<file path="config.mk">
export PLATFORM = sky130hd
export DESIGN_NAME = video_line_fetch
export DESIGN_NICKNAME = d
export VERILOG_FILES = /design/src/rtl/video_line_fetch.sv
export SDC_FILE = /design/constraint.sdc
export NUM_CORES = 1
export LEC_CHECK = 0
export ABC_AREA = 1
export CORE_MARGIN = 10
export CORE_UTILIZATION = 45
export DETAILED_ROUTE_END_ITERATION = 12
export DONT_BUFFER_PORTS = 1
export GPL_ROUTABILITY_DRIVEN = 0
export REMOVE_ABC_BUFFERS = 1
export SYNTH_ARGS = -nofsm -noshare
export SYNTH_HDL_FRONTEND = slang
export SYNTH_SLANG_ARGS = --single-unit
</file>
<file path="constraint.sdc">
create_clock -name clk -period 2.1 [get_ports clk]
set_input_delay 0.315 -clock clk [delete_from_list [all_inputs] [get_ports clk]]
set_output_delay 0.315 -clock clk [all_outputs]
set_load 0.05 [all_outputs]
</file>
<file path="src/rtl/video_line_fetch.sv">
// Two-bank line prefetcher: bursts one 32-word line from memory per fetch_req, serves reads 1 cycle after vid_addr.
// mem_req is held until mem_ack; one pending request (overrun on replace). LINE_FETCH_TAG_CHECK_EN enables tag/valid hit checking.
module video_line_fetch #(
  parameter int          ADDR_W         = 16,
  parameter int unsigned FB_BASE        = 32'hD380,
  parameter int          WORDS_PER_LINE = 32,
  parameter int          LINES          = 342
) (
  input  logic              clk,
  input  logic              reset,
  input  logic              fetch_req,
  input  logic [8:0]        fetch_line,
  output logic              mem_req,
  output logic [ADDR_W:1]   mem_addr,
  input  logic              mem_ack,
  input  logic [15:0]       mem_data,
  input  logic [14:1]       vid_addr,
  output logic [15:0]       vid_dout,
  output logic              busy,
  output logic              overrun
);

  localparam logic [4:0] LAST_WORD = 5'(WORDS_PER_LINE - 1);
  localparam logic [9:0] LINES_W   = 10'(LINES);

  typedef enum logic {IDLE, FETCH} state_t;

  state_t            state;
  logic [4:0]        word;
  logic              bank;
  logic              pend_vld;
  logic [8:0]        pend_line;
  logic [15:0]       line_buf [64];

  logic              req_ok;
  logic              last_ack;
  logic              start;
  logic [8:0]        start_line;
  logic [ADDR_W-1:0] start_addr;

  assign req_ok   = fetch_req && ({1'b0, fetch_line} < LINES_W);
  assign last_ack = (state == FETCH) && mem_ack && (word == LAST_WORD);
  // A request arriving on the completion edge takes priority over the older pending one.
  assign start      = ((state == IDLE) && req_ok) || (last_ack && (req_ok || pend_vld));
  assign start_line = req_ok ? fetch_line : pend_line;
  assign start_addr = ADDR_W'(FB_BASE) + ADDR_W'({start_line, 5'b00000});

  always_ff @(posedge clk) begin
    if (reset) begin
      state     <= IDLE;
      mem_req   <= 1'b0;
      mem_addr  <= '0;
      busy      <= 1'b0;
      overrun   <= 1'b0;
      pend_vld  <= 1'b0;
      pend_line <= '0;
      word      <= '0;
      bank      <= 1'b0;
    end else begin
      if ((state == FETCH) && req_ok && !last_ack) begin
        pend_vld  <= 1'b1;
        pend_line <= fetch_line;
      end
      if ((state == FETCH) && req_ok && pend_vld)
        overrun <= 1'b1;

      case (state)
        IDLE: ;
        FETCH: begin
          if (mem_ack) begin
            word     <= word + 5'd1;
            mem_addr <= mem_addr + ADDR_W'(1);
            if (word == LAST_WORD) begin
              state    <= IDLE;
              mem_req  <= 1'b0;
              busy     <= 1'b0;
              pend_vld <= 1'b0;
            end
          end
        end
        default: state <= IDLE;
      endcase

      if (start) begin
        state    <= FETCH;
        mem_req  <= 1'b1;
        busy     <= 1'b1;
        bank     <= start_line[0];
        word     <= '0;
        mem_addr <= start_addr;
      end
    end
  end

  always_ff @(posedge clk) begin
    if (!reset && (state == FETCH) && mem_ack)
      line_buf[{bank, word}] <= mem_data;
  end

  logic hit;

`ifdef LINE_FETCH_TAG_CHECK_EN
  logic [1:0] valid;
  logic [8:0] tag [2];

  always_ff @(posedge clk) begin
    if (reset) begin
      valid <= 2'b00;
    end else begin
      if (last_ack)
        valid[bank] <= 1'b1;
      // Placed after the set so a same-parity restart leaves the bank invalid.
      if (start) begin
        valid[start_line[0]] <= 1'b0;
        tag[start_line[0]]   <= start_line;
      end
    end
  end

  assign hit = valid[vid_addr[6]] && (tag[vid_addr[6]] == vid_addr[14:6]);
`else
  logic unused_y;
  assign unused_y = ^vid_addr[14:7];
  assign hit      = 1'b1;
`endif

  always_ff @(posedge clk) begin
    if (reset)
      vid_dout <= 16'h0000;
    else
      vid_dout <= hit ? line_buf[{vid_addr[6], vid_addr[5:1]}] : 16'h0000;
  end

endmodule

</file>
==> results of run 1 <==
==> worst max-delay path by stage <==
stage / from / end / slack [ns] / depth (start not counted)
floorplan: vid_addr[1] / vid_dout[11]$_SDFF_PP0_ / -2.86 / 7
global placement: vid_addr[1] / vid_dout[4]$_SDFF_PP0_ / -0.21 / 10
detailed placement: vid_addr[1] / vid_dout[4]$_SDFF_PP0_ / -0.26 / 10
CTS: word[1]$_SDFFE_PP0P_ / mem_addr[13]$_SDFFE_PP0P_ / 0.09 / 14
global route: state$_SDFF_PP0_ / line_buf[50][2]$_DFFE_PP_ / 0.004 / 6
finish: vid_addr[1] / vid_dout[4]$_SDFF_PP0_ / -1.47 / 10
==> worst max-delay path: cells and delay by family <==
family	cells	cell delay [ns]
buf+inv	2	1.40
compound gates	2	0.50
simple gates	6	0.68
==> cells in the mapped netlist (2+ instances only) <==
| cell | count | area, µm² |
|---|---|---|
| sky130_fd_sc_hd__o211ai_1 | 2 | 15.0 |
| sky130_fd_sc_hd__nor3_1 | 7 | 35.0 |
| sky130_fd_sc_hd__nand3_2 | 2 | 20.0 |
| sky130_fd_sc_hd__ha_1 | 4 | 50.1 |
| sky130_fd_sc_hd__nand2_1 | 1012 | 3800 |
| sky130_fd_sc_hd__clkbuf_1 | 90 | 338 |
| sky130_fd_sc_hd__nand4_1 | 10 | 62.6 |
| sky130_fd_sc_hd__o31ai_1 | 112 | 841 |
| sky130_fd_sc_hd__nand3_1 | 429 | 2150 |
| sky130_fd_sc_hd__inv_2 | 4 | 15.0 |
| sky130_fd_sc_hd__xor2_1 | 7 | 61.3 |
| sky130_fd_sc_hd__a21oi_1 | 280 | 1400 |
| sky130_fd_sc_hd__a211oi_1 | 3 | 22.5 |
| sky130_fd_sc_hd__buf_1 | 17 | 63.8 |
| sky130_fd_sc_hd__edfxtp_1 | 1024 | 30700 |
| sky130_fd_sc_hd__nor2_1 | 320 | 1200 |
| sky130_fd_sc_hd__o21ai_0 | 132 | 661 |
| sky130_fd_sc_hd__buf_2 | 105 | 526 |
| sky130_fd_sc_hd__clkinv_1 | 2 | 7.51 |
| sky130_fd_sc_hd__buf_4 | 13 | 97.6 |
| sky130_fd_sc_hd__nand2_2 | 5 | 31.3 |
| sky130_fd_sc_hd__buf_6 | 6 | 67.6 |
| sky130_fd_sc_hd__inv_1 | 43 | 161 |
| sky130_fd_sc_hd__dfxtp_1 | 51 | 1020 |
==> logic make-up after synthesis <==
group / share of synthesized area
fa+ha+maj: 0.00115
flops: 0.730
xor+xnor: 0.00161
simple gates: 0.169
compound gates: 0.0689
buf+inv: 0.0295
==> cell type report <==
class | count | area (µm²) | area share
Sequential cell | 1075 | 31800 | 0.626
Multi-Input combinational cell | 2338 | 10500 | 0.207
Timing Repair Buffer | 270 | 3210 | 0.0632
Clock buffer | 131 | 2870 | 0.0566
Tap cell | 1265 | 1580 | 0.0312
Clock inverter | 68 | 606 | 0.0119
Inverter | 50 | 214 | 0.00422
==> through the flow <==
step                cell area (µm²)  TNS [ns]
finish                        50700    -21.01
global route                  50700         0
CTS                           50700         0
detailed placement            46600     -2.30
global placement              46600     -1.39
floorplan                     42400   -239.23
==> power groups by stage <==
stage / logic [W] / clock network [W] / registers (W)
after floorplan: 0.00127 / 0 / 0.0242
after global placement: 0.00220 / 0 / 0.0242
after detailed placement: 0.00222 / 0 / 0.0242
after CTS: 0.00273 / 0.0191 / 0.0237
after global routing: 0.00298 / 0.0200 / 0.0237
final: 0.00277 / 0.0188 / 0.0237
==> per-layer routing <==
metal,vias to the layer above,part of all wire,GRT usage
met4,2,0.021,0.0544
met2,1012,0.46,0.326
met5,-,0.00011,0
met1,14000,0.44,0.294
li1,13400,-,-
met3,161,0.081,0.0396
==> state kept, by name, summed over array words and instances (netlist names) <==
register and cells:
state 1, overrun 1, bank 1, pend_vld 1, vid_dout 16, pend_line 9, word 5, line_buf 1024
mem_addr 16, busy 1
==> what timing repair did <==
item / 4_1_cts / 5_1_grt
resized for setup: 0 / 8
hold buffers: 31 / 0
hold endpoints to repair: 1055 / 0
setup endpoints to repair: 0 / 23
==> reports/metrics.sh, run 1 <==
FINAL_CRITICAL_PATH_SHARE_OF_THE_CLOCK_PERIOD=1.70
CRITICAL_PATH_MAXIMUM_FANOUT=513
DRC_ERRORS=0
RSZ0062_AT_GRT='no'
LEAKAGEPOWER_nW=18.0
MAX-CAP-VIOLATIONS=0
WORST_SETUP_HOLD_PATH_CLK_SLEW_NS=0.06
HOLD_END='line_buf[13][1]$_DFFE_PP_'
CTS_TREE='yes'
SYNTH_ENABLE_FLOP_CELLS=1024
IO-PIN-COUNT=78
CRITICAL_PATH.REG2REG.STARTPOINT='word[2]$_SDFFE_PP0P_'
FLOORPLAN.ROWS=113
WORSTSKEWPAIRLATENCY_NS=0.69
CRIT_CHAIN='inv_16 > buf_4 > nand2_1 > nand3_1 > nand3_1 > nand2_1 > a21oi_1 > nand2_1 > nand3_1 > a21oi_1'
DRT_PASS1_ITERATIONS=6
MOST_COMMON_LIBRARY_CELL_IN_THE_LAYOUT_IGNORING_FILL_AND_TAPS='sky130_fd_sc_hd__edfxtp_1'
TRANSITION_TIME_OF_THE_TIGHTEST_SLEW_CHECK_PIN_NS=2.39
DRIVE_GT1_FRAC=0.112
RUN_STATUS='finished, violations left'
YOSYS_CELL_TYPES=38
P_SW_FRAC=0.223
TIMING.FINAL.WS_SETUP_NS=-1.47
N_FILL_CELL=7975
CTSHTREEMAXLEVEL=3
POST_LAYOUT_NONFILLER_INSTANCES=5197
GRT_OVERFLOW=0
DRTITER0DRC=3002
CLOCK-SINKS=1075
FINALCRITICALPERIOD_NS=3.57
DIE_SPAN_IN_Y_UM=331
MAX-CLOCK-PATH-BUFFERS=3
FIRST_GLOBAL_VIAS=26800
CP_DATA_REQUIRED_TIME_NS=2.64
ANT_NETS=0
POST_CTS_BUFFERS=0
FLOORPLAN.INITIALDENSITY=0.456
MAXIMUM_NUMBER_OF_PINS_ON_ONE_NET_BEFORE_GLOBAL_ROUTE_REPAIR=514
START_KIND='input port'
P_CLK_FRAC=0.416
SYNTHTOLAYOUTAREAGROWTH_PCT=16.6
POWER_REPORT.INTERNAL_TOTAL_W=0.0352
MIN_PATH_CELLS=1
VDD_IR_DROP_MAX_mV=0.616
P_SW_W=0.0101
ROUTE.DETAILED.WL_PER_INST_UM=22.2
SETUP_VIOL=16
PORT_BUFFERS=0
WORSTREGTOREGCELLS=6
CLOCK-SKEW-FINAL_NS=0.0221
POST_SYNTH_INSTANCE_AREA_UM2=43500
HOLD_PATH.STARTPOINT='mem_data[1]'
R2R-END='line_buf[63][10]$_DFFE_PP_'
PRECTSSETUPSLACK_NS=-0.257
CTS_INSERTED_BUFFERS=108
PWR_DENSITY_CELL_nW_PER_UM2=894
ANTENNA_FOUND_INITIAL=1
CRITICAL_PATH.MAX_STAGE_DELAY_NS=1.07
GRT_PASS1_WL_MM=171
VIOLATIONS='max-slew violations, negative setup slack'
FINAL_NET_COUNT=3890
SYNTH_TOP_FLOP_CELL='sky130_fd_sc_hd__edfxtp_1'
ROUTED-VIA-COUNT=28600
POST_SYNTH.CELL_AREA_AVG_UM2=11.8
CRIT_PATH_CAPTURE_TYPE='flip-flop'
POWER.COMBINATIONAL.FRACTION=0.061
GRT.TOTAL_USAGE=0.207
CRITICAL_PATH_ARRIVAL_NS=4.10
CRITPATHSLOWESTCELL='sky130_fd_sc_hd__inv_16'
YS_SEQ_AREA_FRAC=0.730
POSTSYNTHREGISTERBITS=1075
CTS.ROOT.BUFFER_CELL='sky130_fd_sc_hd__clkbuf_16'
DIE_W_UM=331
DRT-TOTAL-WL_MM=115
REPORT.FINAL.SLEW_VIOL_COUNT=412
VIAS_PER_CELL=5.50
CORE-AREA_UM2=95400
ASYNCSETRESETFLOPFRACSYNTH=0
WORSTSETUPPATHTYPE='input port to flip-flop'
LAYOUT.CORE_UTILIZATION=0.532
FINALHOLDVIOLCOUNT=0
CLOCK.FMAX_MHz=280
POWER_W=0.0453
REG2REG_SETUP_SLACK_NS=0.14
HOLDWS_NS=0.0158
DESIGN.DIE.AREA_UM2=110000
YS_WARN_COUNT=0
PLACED_CELLS=4966
WORST_HOLD_PATH_TYPE='input port to flip-flop'
DIODES=0
MAX-SLEW-MARGIN-REL=-0.591
P_SEQ_FRAC=0.523
CELL_COUNT_AFTER_SYNTHESIS=3694
MOST_FREQUENT_CELLS_IN_THE_LAYOUT='sky130_fd_sc_hd__edfxtp_1, sky130_fd_sc_hd__nand2_1, sky130_fd_sc_hd__nand3_1'
DETAILED_PLACE_HPWL_MM=62.3
(Power assumes the default switching activity.)
==> run 2: changes to the inputs <==
==> constraint.sdc (replaced) <==
create_clock -name clk -period 3.1 [get_ports clk]
set_input_delay 0.775 -clock clk [delete_from_list [all_inputs] [get_ports clk]]
set_output_delay 0.775 -clock clk [all_outputs]
set_load 0.05 [all_outputs]
==> reports/metrics.sh, run 2 (synthesis results as in run 1) <==
RUN_STATUS='finished, violations left'
VIOLATIONS='max-slew violations, negative setup slack'
REPORT.FINAL.SLEW_VIOL_COUNT=313  # -24%
CLOCK-SKEW-FINAL_NS=0.0314  # +0.00929 ns
P_SEQ_FRAC=0.519  # -0.004
PORT_BUFFERS=0  # unchanged
CTS.ROOT.BUFFER_CELL='sky130_fd_sc_hd__clkbuf_16'
CTSHTREEMAXLEVEL=3  # unchanged
DETAILED_PLACE_HPWL_MM=60.5  # -2.9%
CORE-AREA_UM2=95400  # unchanged
DIE_W_UM=331  # unchanged
HOLD_END='pend_line[5]$_SDFFE_PP0P_'
POSTCTSRESIZEDCELLS=0  # unchanged
CTS_INSERTED_BUFFERS=110  # +1.9%
GRT_PASS1_WL_MM=169  # -1.2%
CRITICAL_PATH_MAXIMUM_FANOUT=513  # unchanged
DRT-TOTAL-WL_MM=114  # -1.4%
WORST_HOLD_PATH_TYPE='input port to flip-flop'
DRC_ERRORS=0  # unchanged
P_SW_FRAC=0.211  # -0.0118
MAX-CLOCK-PATH-BUFFERS=3  # unchanged
MOST_FREQUENT_CELLS_IN_THE_LAYOUT='sky130_fd_sc_hd__edfxtp_1, sky130_fd_sc_hd__nand2_1, sky130_fd_sc_hd__nand3_1'
FINAL_NET_COUNT=3778  # -2.9%
FINAL_CRITICAL_PATH_SHARE_OF_THE_CLOCK_PERIOD=1.15
MAXIMUM_NUMBER_OF_PINS_ON_ONE_NET_BEFORE_GLOBAL_ROUTE_REPAIR=514  # unchanged
CP_DATA_REQUIRED_TIME_NS=3.73  # +1.09 ns
START_KIND='input port'
DESIGN.DIE.AREA_UM2=110000  # unchanged
LARGEST_REG_FLOPS=1024  # unchanged
CTS.HOLD.BUFFERS_ADDED=0  # -100%
WORSTREGTOREGCELLS=13  # +7
GLOBAL_ROUTE.USAGE.MET2=0.328  # +0.00152
P_CLK_FRAC=0.438  # +0.022
ANTENNA_FOUND_INITIAL=0  # -1
GRT_OVERFLOW=0  # unchanged
POWER_W=0.0311  # -31%
POST_CTS_BUFFERS=0  # unchanged
FINALCRITICALPERIOD_NS=3.55
FLOORPLAN.ROWS=113  # unchanged
WORSTSETUPPATHTYPE='input port to flip-flop'
GRT_USE_MET1=0.286  # -0.00839
DRIVE_GT1_FRAC=0.0903  # -0.0219
ROUTED-VIA-COUNT=27900  # -2.2%
CRITICAL_PATH.REG2REG.STARTPOINT='word[1]$_SDFFE_PP0P_'
WORSTSKEWPAIRLATENCY_NS=0.69  # about the same
RSZ0062_AT_GRT='no'
TIMING.FINAL.WS_SETUP_NS=-0.455  # +1.01 ns
VDD_IR_DROP_MAX_mV=0.410  # -34%
POWER.COMBINATIONAL.FRACTION=0.043  # -0.018
PWR_DENSITY_CELL_nW_PER_UM2=632  # -29%
CRIT_PATH_CAPTURE_TYPE='flip-flop'
CLOCK.FMAX_MHz=281
ANT_NETS=0  # unchanged
MIN_PATH_CELLS=1  # unchanged
LEAKAGEPOWER_nW=17.4  # -3.8%
ROUTE.DETAILED.WL_PER_INST_UM=22.4  # +0.71%
R2R-END='mem_addr[15]$_SDFFE_PP0P_'
CRITICAL_PATH_ARRIVAL_NS=4.18  # +0.08 ns
DRT_PASS1_ITERATIONS=6  # unchanged
WORST_SETUP_HOLD_PATH_CLK_SLEW_NS=0.06  # about the same
FINALHOLDVIOLCOUNT=0  # unchanged
BUSIEST_LAYER_IN_GLOBAL_ROUTING='met2'
VIAS_PER_CELL=5.49  # about the same
MOST_COMMON_LIBRARY_CELL_IN_THE_LAYOUT_IGNORING_FILL_AND_TAPS='sky130_fd_sc_hd__edfxtp_1'
REG2REG_SETUP_SLACK_NS=0.92  # +0.78 ns
SETUP_VIOL=16  # unchanged
FIRST_GLOBAL_VIAS=26300  # -2.1%
HOLD_PATH.STARTPOINT='reset'
REGISTERS.TOP_BY_FF_COUNT='line_buf'
DIE_SPAN_IN_Y_UM=331  # unchanged
LARGESTREGISTERS='line_buf x1024, mem_addr x16, vid_dout x16'
GRT.TOTAL_USAGE=0.205  # -0.00224
P_SW_W=0.00657  # -35%
SYNTHTOLAYOUTAREAGROWTH_PCT=13.0
FLOORPLAN.INITIALDENSITY=0.456  # unchanged
MAX-SLEW-MARGIN-REL=-0.278  # +0.313
MAX-CAP-VIOLATIONS=0  # unchanged
IO-PIN-COUNT=78  # unchanged
CLOCK-SINKS=1075  # unchanged
CTS_TREE='yes'
GRT.MET3_USAGE=0.0397  # +0.000119
DIODES=0  # unchanged
DRTITER0DRC=2904  # -3.3%
TRANSITION_TIME_OF_THE_TIGHTEST_SLEW_CHECK_PIN_NS=1.92  # -0.470 ns
PRECTSSETUPSLACK_NS=0.273  # +0.530 ns
N_FILL_CELL=8113  # +1.7%
POWER_REPORT.INTERNAL_TOTAL_W=0.0245  # -30%
-- run 2: changes by cell type in the layout (fill, tap and decap cells not counted), moves of 4 or more --
cell                            change
sky130_fd_sc_hd__clkbuf_1           +4
sky130_fd_sc_hd__buf_12            -49
sky130_fd_sc_hd__buf_4             -33
sky130_fd_sc_hd__clkinv_1           -9
sky130_fd_sc_hd__clkinv_2           -6
sky130_fd_sc_hd__dlygate4sd3_1     -15
sky130_fd_sc_hd__bufinv_16          +4
sky130_fd_sc_hd__buf_16            -16
sky130_fd_sc_hd__clkbuf_8           +4
sky130_fd_sc_hd__clkbuf_16          +8
-- run 2: per-layer routing --
metal | vias to the layer above | part of all wire | routed length [µm]
met5 | - | 0 | 0
met4 | 0 | 0.022 | 2470
met3 | 158 | 0.072 | 8220
met2 | 878 | 0.47 | 53400
met1 | 13700 | 0.44 | 49700
li1 | 13200 | - | -
-- run 2: cell type report --
type / count / area [µm²] / share of cell area
Inverter: 50 / 214 / 0.00435
Clock inverter: 55 / 628 / 0.0128
Tap cell: 1265 / 1580 / 0.0322
Sequential cell: 1075 / 31800 / 0.646
Timing Repair Buffer: 156 / 1380 / 0.0281
Multi-Input combinational cell: 2338 / 10500 / 0.213
Clock buffer: 147 / 3140 / 0.0639
-- run 2: critical path, cell delays in order --
cell and delay, ns:
sky130_fd_sc_hd__inv_16 0.93, sky130_fd_sc_hd__buf_12 0.30, sky130_fd_sc_hd__nand2_1 0.07, sky130_fd_sc_hd__nand3_1 0.08, sky130_fd_sc_hd__nand2_1 0.07, sky130_fd_sc_hd__a21oi_1 0.32
sky130_fd_sc_hd__o31ai_1 0.15, sky130_fd_sc_hd__nand3_1 0.20, sky130_fd_sc_hd__nand3_1 0.18, sky130_fd_sc_hd__a21oi_1 0.16
-- run 2: how the worst max path moves through the flow --
| stage | startpoint | endpoint | slack [ns] | depth (start not counted) |
|---|---|---|---|---|
| floorplan | vid_addr[1] | vid_dout[11]$_SDFF_PP0_ | -2.32 | 7 |
| global placement | vid_addr[1] | vid_dout[5]$_SDFF_PP0_ | 0.27 | 10 |
| detailed placement | vid_addr[1] | vid_dout[5]$_SDFF_PP0_ | 0.27 | 10 |
| CTS | busy$_SDFFE_PP0P_ | busy | 0.61 | 0 |
| global route | vid_addr[1] | vid_dout[4]$_SDFF_PP0_ | 0.54 | 11 |
| finish | vid_addr[1] | vid_dout[5]$_SDFF_PP0_ | -0.45 | 10 |
-- run 2: per-stage QoR --
step	util	instances	hold slack [ns]	cell area, µm²	setup TNS [ns]
after global placement	0.476	4884	0.436	45400	0
after detailed placement	0.476	4884	0.442	45400	0
after global routing	0.515	5086	0.137	49200	0
after floorplan	-	3463	0.425	42400	-37.14
final	0.515	5086	0.161	49200	-5.56
after CTS	0.515	5086	0.124	49200	0
-- run 2: power by group through the flow --
| stage | clock network (W) | logic [W] | registers (W) |
|---|---|---|---|
| after floorplan | 0 | 0.000863 | 0.0164 |
| after global placement | 0 | 0.00129 | 0.0164 |
| after detailed placement | 0 | 0.00131 | 0.0164 |
| after CTS | 0.0138 | 0.00131 | 0.0161 |
| after global routing | 0.0144 | 0.00146 | 0.0161 |
| final | 0.0136 | 0.00133 | 0.0161 |
